`src/rtl/i2c_master.sv`:
```
// ---------------------------------------------------------------------------
// i2c_master -- single-master I2C bit engine.
//
// Executes one bus primitive (START, STOP, READ_BYTE, WRITE_BYTE) per
// enable/complete handshake. No clock stretching and no arbitration.
// Every SCL period is four quarters of CLK_DIV clk_i cycles each.
//
// Optional feature macro: I2C_ACK_CHECK_EN
//   defined   -> ack_error_o reports a slave NACK at the end of WRITE_BYTE
//   undefined -> ack_error_o is tied low (timing is unchanged)
//
// Ports:
//   clk_i           system clock
//   rst_i           asynchronous active-high reset (releases the bus)
//   instruction_i   0=START, 1=STOP, 2=READ_BYTE, 3=WRITE_BYTE
//   enable_i        command request, held until complete_o is seen
//   byte_to_send_i  data for WRITE_BYTE
//   byte_received_o last byte read
//   complete_o      command finished while enable_i is still high
//   ack_error_o     slave NACK flag
//   scl_o           SCL level (push-pull)
//   sda_oe_o        1 = pull SDA low, 0 = release
//   sda_i           SDA pin readback
// ---------------------------------------------------------------------------
module i2c_master #(
    parameter int CLK_DIV = 17
) (
    input  logic       clk_i,
    input  logic       rst_i,
    input  logic [1:0] instruction_i,
    input  logic       enable_i,
    input  logic [7:0] byte_to_send_i,
    output logic [7:0] byte_received_o,
    output logic       complete_o,
    output logic       ack_error_o,
    output logic       scl_o,
    output logic       sda_oe_o,
    input  logic       sda_i
);

    localparam int DIV_W = (CLK_DIV > 1) ? $clog2(CLK_DIV) : 1;
    localparam logic [DIV_W-1:0] DIV_LAST = DIV_W'(CLK_DIV - 1);

    localparam logic [1:0] INS_START = 2'd0;
    localparam logic [1:0] INS_STOP  = 2'd1;
    localparam logic [1:0] INS_READ  = 2'd2;

    typedef enum logic [2:0] {IDLE, START, STOP, WRITE, READ, DONE} state_t;

    state_t           state;
    logic [1:0]       cmd;
    logic [7:0]       shreg;
    logic [DIV_W-1:0] div;
    logic [1:0]       q;
    logic [3:0]       bit_idx;

    logic div_wrap;
    logic last_quarter;
    logic sample_pt;
    logic last_bit;

    assign div_wrap     = (div == DIV_LAST);
    assign last_quarter = div_wrap && (q == 2'd3);
    // Last cycle of q1: SCL has been high for CLK_DIV-1 cycles by now.
    assign sample_pt    = div_wrap && (q == 2'd1);
    assign last_bit     = (bit_idx == 4'd8);

`ifdef I2C_ACK_CHECK_EN
    logic ack_bit;
`else
    assign ack_error_o = 1'b0;
`endif

    // Outputs are registered from the current quarter, so each quarter's
    // pin levels appear one cycle after the quarter begins; the extra cycle
    // on complete_o comes from registering it in DONE.
    always_ff @(posedge clk_i or posedge rst_i) begin
        if (rst_i) begin
            state           <= IDLE;
            cmd             <= INS_START;
            shreg           <= 8'h00;
            div             <= '0;
            q               <= 2'd0;
            bit_idx         <= 4'd0;
            scl_o           <= 1'b1;
            sda_oe_o        <= 1'b0;
            complete_o      <= 1'b0;
            byte_received_o <= 8'h00;
`ifdef I2C_ACK_CHECK_EN
            ack_bit         <= 1'b0;
            ack_error_o     <= 1'b0;
`endif
        end else begin
            if (state == START || state == STOP || state == WRITE || state == READ) begin
                if (div_wrap) begin
                    div <= '0;
                    q   <= q + 2'd1;
                    if (q == 2'd3 && !last_bit)
                        bit_idx <= bit_idx + 4'd1;
                end else begin
                    div <= div + 1'b1;
                end
            end

            case (state)
                IDLE: begin
                    complete_o <= 1'b0;
                    if (enable_i) begin
                        cmd     <= instruction_i;
                        shreg   <= byte_to_send_i;
                        div     <= '0;
                        q       <= 2'd0;
                        bit_idx <= 4'd0;
`ifdef I2C_ACK_CHECK_EN
                        ack_error_o <= 1'b0;
`endif
                        case (instruction_i)
                            2'd0:    state <= START;
                            2'd1:    state <= STOP;
                            2'd2:    state <= READ;
                            default: state <= WRITE;
                        endcase
                    end
                end

                // q0 keeps SCL as it is, so a START from an idle bus does not
                // pulse SCL and a repeated START raises SCL before SDA falls.
                START: begin
                    case (q)
                        2'd0:    sda_oe_o <= 1'b0;
                        2'd1:    scl_o    <= 1'b1;
                        2'd2:    sda_oe_o <= 1'b1;
                        default: scl_o    <= 1'b0;
                    endcase
                    if (last_quarter)
                        state <= DONE;
                end

                STOP: begin
                    case (q)
                        2'd0: begin
                            sda_oe_o <= 1'b1;
                            scl_o    <= 1'b0;
                        end
                        2'd1:    scl_o    <= 1'b1;
                        2'd2:    sda_oe_o <= 1'b0;
                        default: ;
                    endcase
                    if (last_quarter)
                        state <= DONE;
                end

                WRITE: begin
                    scl_o    <= (q == 2'd1) || (q == 2'd2);
                    sda_oe_o <= last_bit ? 1'b0 : ~shreg[7];
`ifdef I2C_ACK_CHECK_EN
                    if (sample_pt && last_bit)
                        ack_bit <= sda_i;
`endif
                    if (last_quarter) begin
                        shreg <= {shreg[6:0], 1'b0};
                        if (last_bit) begin
                            state <= DONE;
`ifdef I2C_ACK_CHECK_EN
                            ack_error_o <= ack_bit;
`endif
                        end
                    end
                end

                READ: begin
                    scl_o    <= (q == 2'd1) || (q == 2'd2);
                    // Master ACK on the ninth bit, release otherwise.
                    sda_oe_o <= last_bit;
                    if (sample_pt && !last_bit)
                        shreg <= {shreg[6:0], sda_i};
                    if (last_quarter && last_bit) begin
                        state           <= DONE;
                        byte_received_o <= shreg;
                    end
                end

                DONE: begin
                    // Only a START leaves SDA held low for the next primitive.
                    sda_oe_o <= (cmd == INS_START);
                    if (enable_i) begin
                        complete_o <= 1'b1;
                    end else begin
                        complete_o <= 1'b0;
                        state      <= IDLE;
                    end
                end

                default: state <= IDLE;
            endcase
        end
    end

endmodule

```
`config.mk`:
```
export PLATFORM = sky130hd
export DESIGN_NAME = i2c_master
export DESIGN_NICKNAME = d
export VERILOG_FILES = /design/src/rtl/i2c_master.sv
export SDC_FILE = /design/constraint.sdc
export NUM_CORES = 1
export LEC_CHECK = 0
export ABC_CLOCK_PERIOD_IN_PS = 3000
export CORE_MARGIN = 3
export CORE_UTILIZATION = 35
export CTS_BUF_LIST = sky130_fd_sc_hd__clkbuf_4
export CTS_CLUSTER_DIAMETER = 30
export DETAILED_ROUTE_END_ITERATION = 8
export GPL_ROUTABILITY_DRIVEN = 0
export PLACE_DENSITY = 0.65
export SYNTH_ARGS = -nofsm -noshare
export SYNTH_HDL_FRONTEND = slang
export SYNTH_SLANG_ARGS = --single-unit
```
`constraint.sdc`:
```
create_clock -name clk_i -period 3 [get_ports clk_i]
set_clock_uncertainty 0.15 [all_clocks]
set_input_delay 0.9 -clock clk_i [delete_from_list [all_inputs] [get_ports clk_i]]
set_output_delay 0.9 -clock clk_i [all_outputs]
set_load 0.03 [all_outputs]
```
==> impl_results.md <==
* Largest net degree at the start of global routing at 36
* Pint at 1.24 mW
* Mux cell area share after synthesis at 14.7%
* Pleak at 1.07 nW
* Syn. warnings at 0
* Kind of critical path: reg2out
* Layout cells sized above 1 at 19.0%
* Worst path top cell family by delay: buffers and inverters
* Synth Instances at 200
* Number of global-route vias before repair at 1,420
* Worst reg2reg path endpoint: shreg[4]$_DFFE_PP0P_
* Row cnt at 27
* R2R depth at 4
* Hold Crit Start: cmd[0]$_DFFE_PP0P_
* Startpoint types: flip-flop
* Worst Tran Pin Value at 0.605 ns
* DRT iter0 DRCs at 108
* DP Area at 0.00235 mm²
* Post-layout nets at 250
* Main combinational cell family by area after synthesis: simple AND/OR/NAND/NOR gates
* Routed wire per std cell at 13.2 µm
* DR vias at 1,505
* Die H at 82.5 µm
* Placeable Area at 0.00557 mm²
* Hold path endpoint: cmd[0]$_DFFE_PP0P_
* Post-cts resize count at 0
* Total CTS buffers at 5
* Period Utilization, post-route at 87.2%
* R2R Setup Slk at 0.69 ns
* Drt first pass iters at 4
* Finished Cell Area at 0.00240 mm²
* H-tree levels at 2
* Post-synth EDFFs at 0
* Commonest non-fill, non-tap cell in the layout: dfrtp_1
* Most frequent cells in the layout: dfrtp_1 (34), mux2_2 (25), clkdlybuf4s50_1 (24)
* Num Clock Sinks at 35
* GRT Util Overall at 13.0%
* CTS tree: built
* Antenna violations before repair at 0
* Synth Area in Adders at 6.72%
* Final ANT Viol Nets at 0
* Endpoint class of the critical path: output pin
* Clk_lat worst skew at 0.35 ns
* Synthesized Nets at 225
* Worst Hold Depth at 2
* Setup_tns at 0 ns
* Clock Power Share at 12.8%
* Hold-fix buffers at CTS at 0
* Max stage delay on crit path at 0.67 ns
* Syn Area/Cell at 10.2 µm²
* Outcome: complete, no violations
* Longest Clk Path Bufs at 2
* First-pass GRT wire length at 6730 µm
* Maximum clock rate at 382 MHz
* Layout area overhead at 17.4%
* P_sw at 0.807 mW
* Final Hold Violating Endpoints at 0
* Max Cap Viol at 0
* Post-DP HPWL at 2850 µm
* Combinational share of power at 47.8%
* Hold slack final at 0.345 ns
* Drt drc at 0
* Setup-failing EPs final at 0
* WL final at 3940 µm
* Switching share of total power at 39.5%
* Global route overflow at 0
* Worst Hold Class: reg2reg
* Synth Area in XOR/XNOR at 2.57%
* IO Count at 26
* Cell Area, Synth at 0.00205 mm²
* Req. time, crit path at 1.95 ns
* Slowest CP cell: clkdlybuf4s50_1
* Post-synthesis sequential area ratio at 42.8%
* Crit. Startpoint: scl_o$_DFFE_PP1P_
* Post-CTS Setup Bufs at 0
* RSZ-0062 raised after global routing: no
* Peak VDD IR at 509 µV
* Clk slew on worst S/H paths at 0.11 ns
* Synth Area in Compound Gates at 11.8%
* Reg-to-Reg Start: state[1]$_DFFE_PP0P_
* Critical path fanouts, max at 2
* Primary FF master, synth: dfrtp_1
* Max-slew violations at 0
* Seq pwr share at 39.4%
* Post-synth ARST share at 100%
* Die area at 0.00681 mm²
* WP buf/inv at 1
* Via density at 5.05
* Power density cells at 849 mW/mm²
* Starting Density at 36.7%
* Crit-path cells: clkdlybuf4s50_1
* Synth cell types at 49
* Worst path arrival time at 1.57 ns
* Die X at 82.5 µm
* Antenna fix cells at 0
* Seq cells post-synth at 35
* Port-buffer cells at 24
* Final min period at 2.62 ns
* Root buf cell: clkbuf_4
* Synth Area in Simple Gates at 16.4%
* Slew HR at 59.7%
power by group through the flow:
stage | sequential [mW] | combinational (mW) | clock [mW]
floorplan | 0.726 | 0.862 | 0
global route | 0.836 | 1.10 | 0.289
CTS | 0.807 | 0.993 | 0.267
finish | 0.804 | 0.977 | 0.261
global placement | 0.809 | 0.967 | 0
detailed placement | 0.815 | 0.990 | 0
cells in the mapped netlist (all sizes together) (2+ instances only):
master / n / share of area, %
a21oi: 6 / 1.5
o21ai: 16 / 4.1
ha: 11 / 6.7
mux2i: 2 / 0.98
nor3: 2 / 0.49
clkbuf: 3 / 0.55
xnor2: 3 / 1.3
dfrtp: 34 / 42
xor2: 3 / 1.3
nand3: 12 / 2.9
nand2: 12 / 2.2
or3: 2 / 0.61
inv: 13 / 2.4
o2111ai: 2 / 0.86
nor2: 14 / 2.6
nand2b: 2 / 0.61
o21bai: 2 / 0.73
nand4: 3 / 0.92
and2: 3 / 0.98
mux2: 25 / 14
buf: 6 / 1.9
a31oi: 2 / 0.61
routing by layer:
layer,GRT usage [%],vias to the layer above,share of wire (%)
li1,-,754,-
met1,17.0,715,48
met2,20.3,28,45
met3,3.15,8,4.6
met4,5.88,0,1.9
met5,0,-,0
stage by stage:
stage               util, %  std cells  power, mW  setup slack, ns
finish                 43.1        298       2.04            0.383
detailed placement     42.2        290       1.81            0.452
floorplan                 -        200       1.59            0.931
global placement       42.2        290       1.78            0.476
CTS                    43.1        298       2.07            0.372
global route           43.1        298       2.22            0.344
cell families (layout without fill, tap and decap cells):
logic type | count (synthesis) | count (layout)
and+or+nand+nor | 60 | 60
AOI/OAI and AO/OA | 38 | 38
DFF | 35 | 35
muxes | 27 | 27
buffers and inverters | 22 | 48
adders and majority gates | 11 | 11
xor gates and xnor gates | 6 | 6
other | 1 | 1
cell type report:
| type | instances | area [µm²] |
|---|---|---|
| fill | 563 | 3170 |
| multi-input combinational | 143 | 1070 |
| sequential | 35 | 877 |
| timing repair buffer | 27 | 263 |
| tap | 72 | 90.1 |
| inverter | 13 | 48.8 |
| clock buffer | 6 | 45.0 |
| clock inverter | 2 | 8.76 |
flip-flops by register name, indices dropped and copies added (netlist names), 2 cells and up:
signal	cells
byte_received_o	8
shreg	8
div	5
bit_idx	4
state	3
cmd	2
q	2
worst max-delay path by stage:
stage | endpoint | depth (start not counted) | slack [ns]
after floorplan | shreg[0]$_DFFE_PP0P_ | 6 | 0.93
after global placement | shreg[6]$_DFFE_PP0P_ | 5 | 0.48
after detailed placement | shreg[2]$_DFFE_PP0P_ | 5 | 0.45
after CTS | scl_o | 1 | 0.37
after global routing | scl_o | 1 | 0.34
final | scl_o | 1 | 0.38
Note: power is estimated with default switching activity, not from simulation.
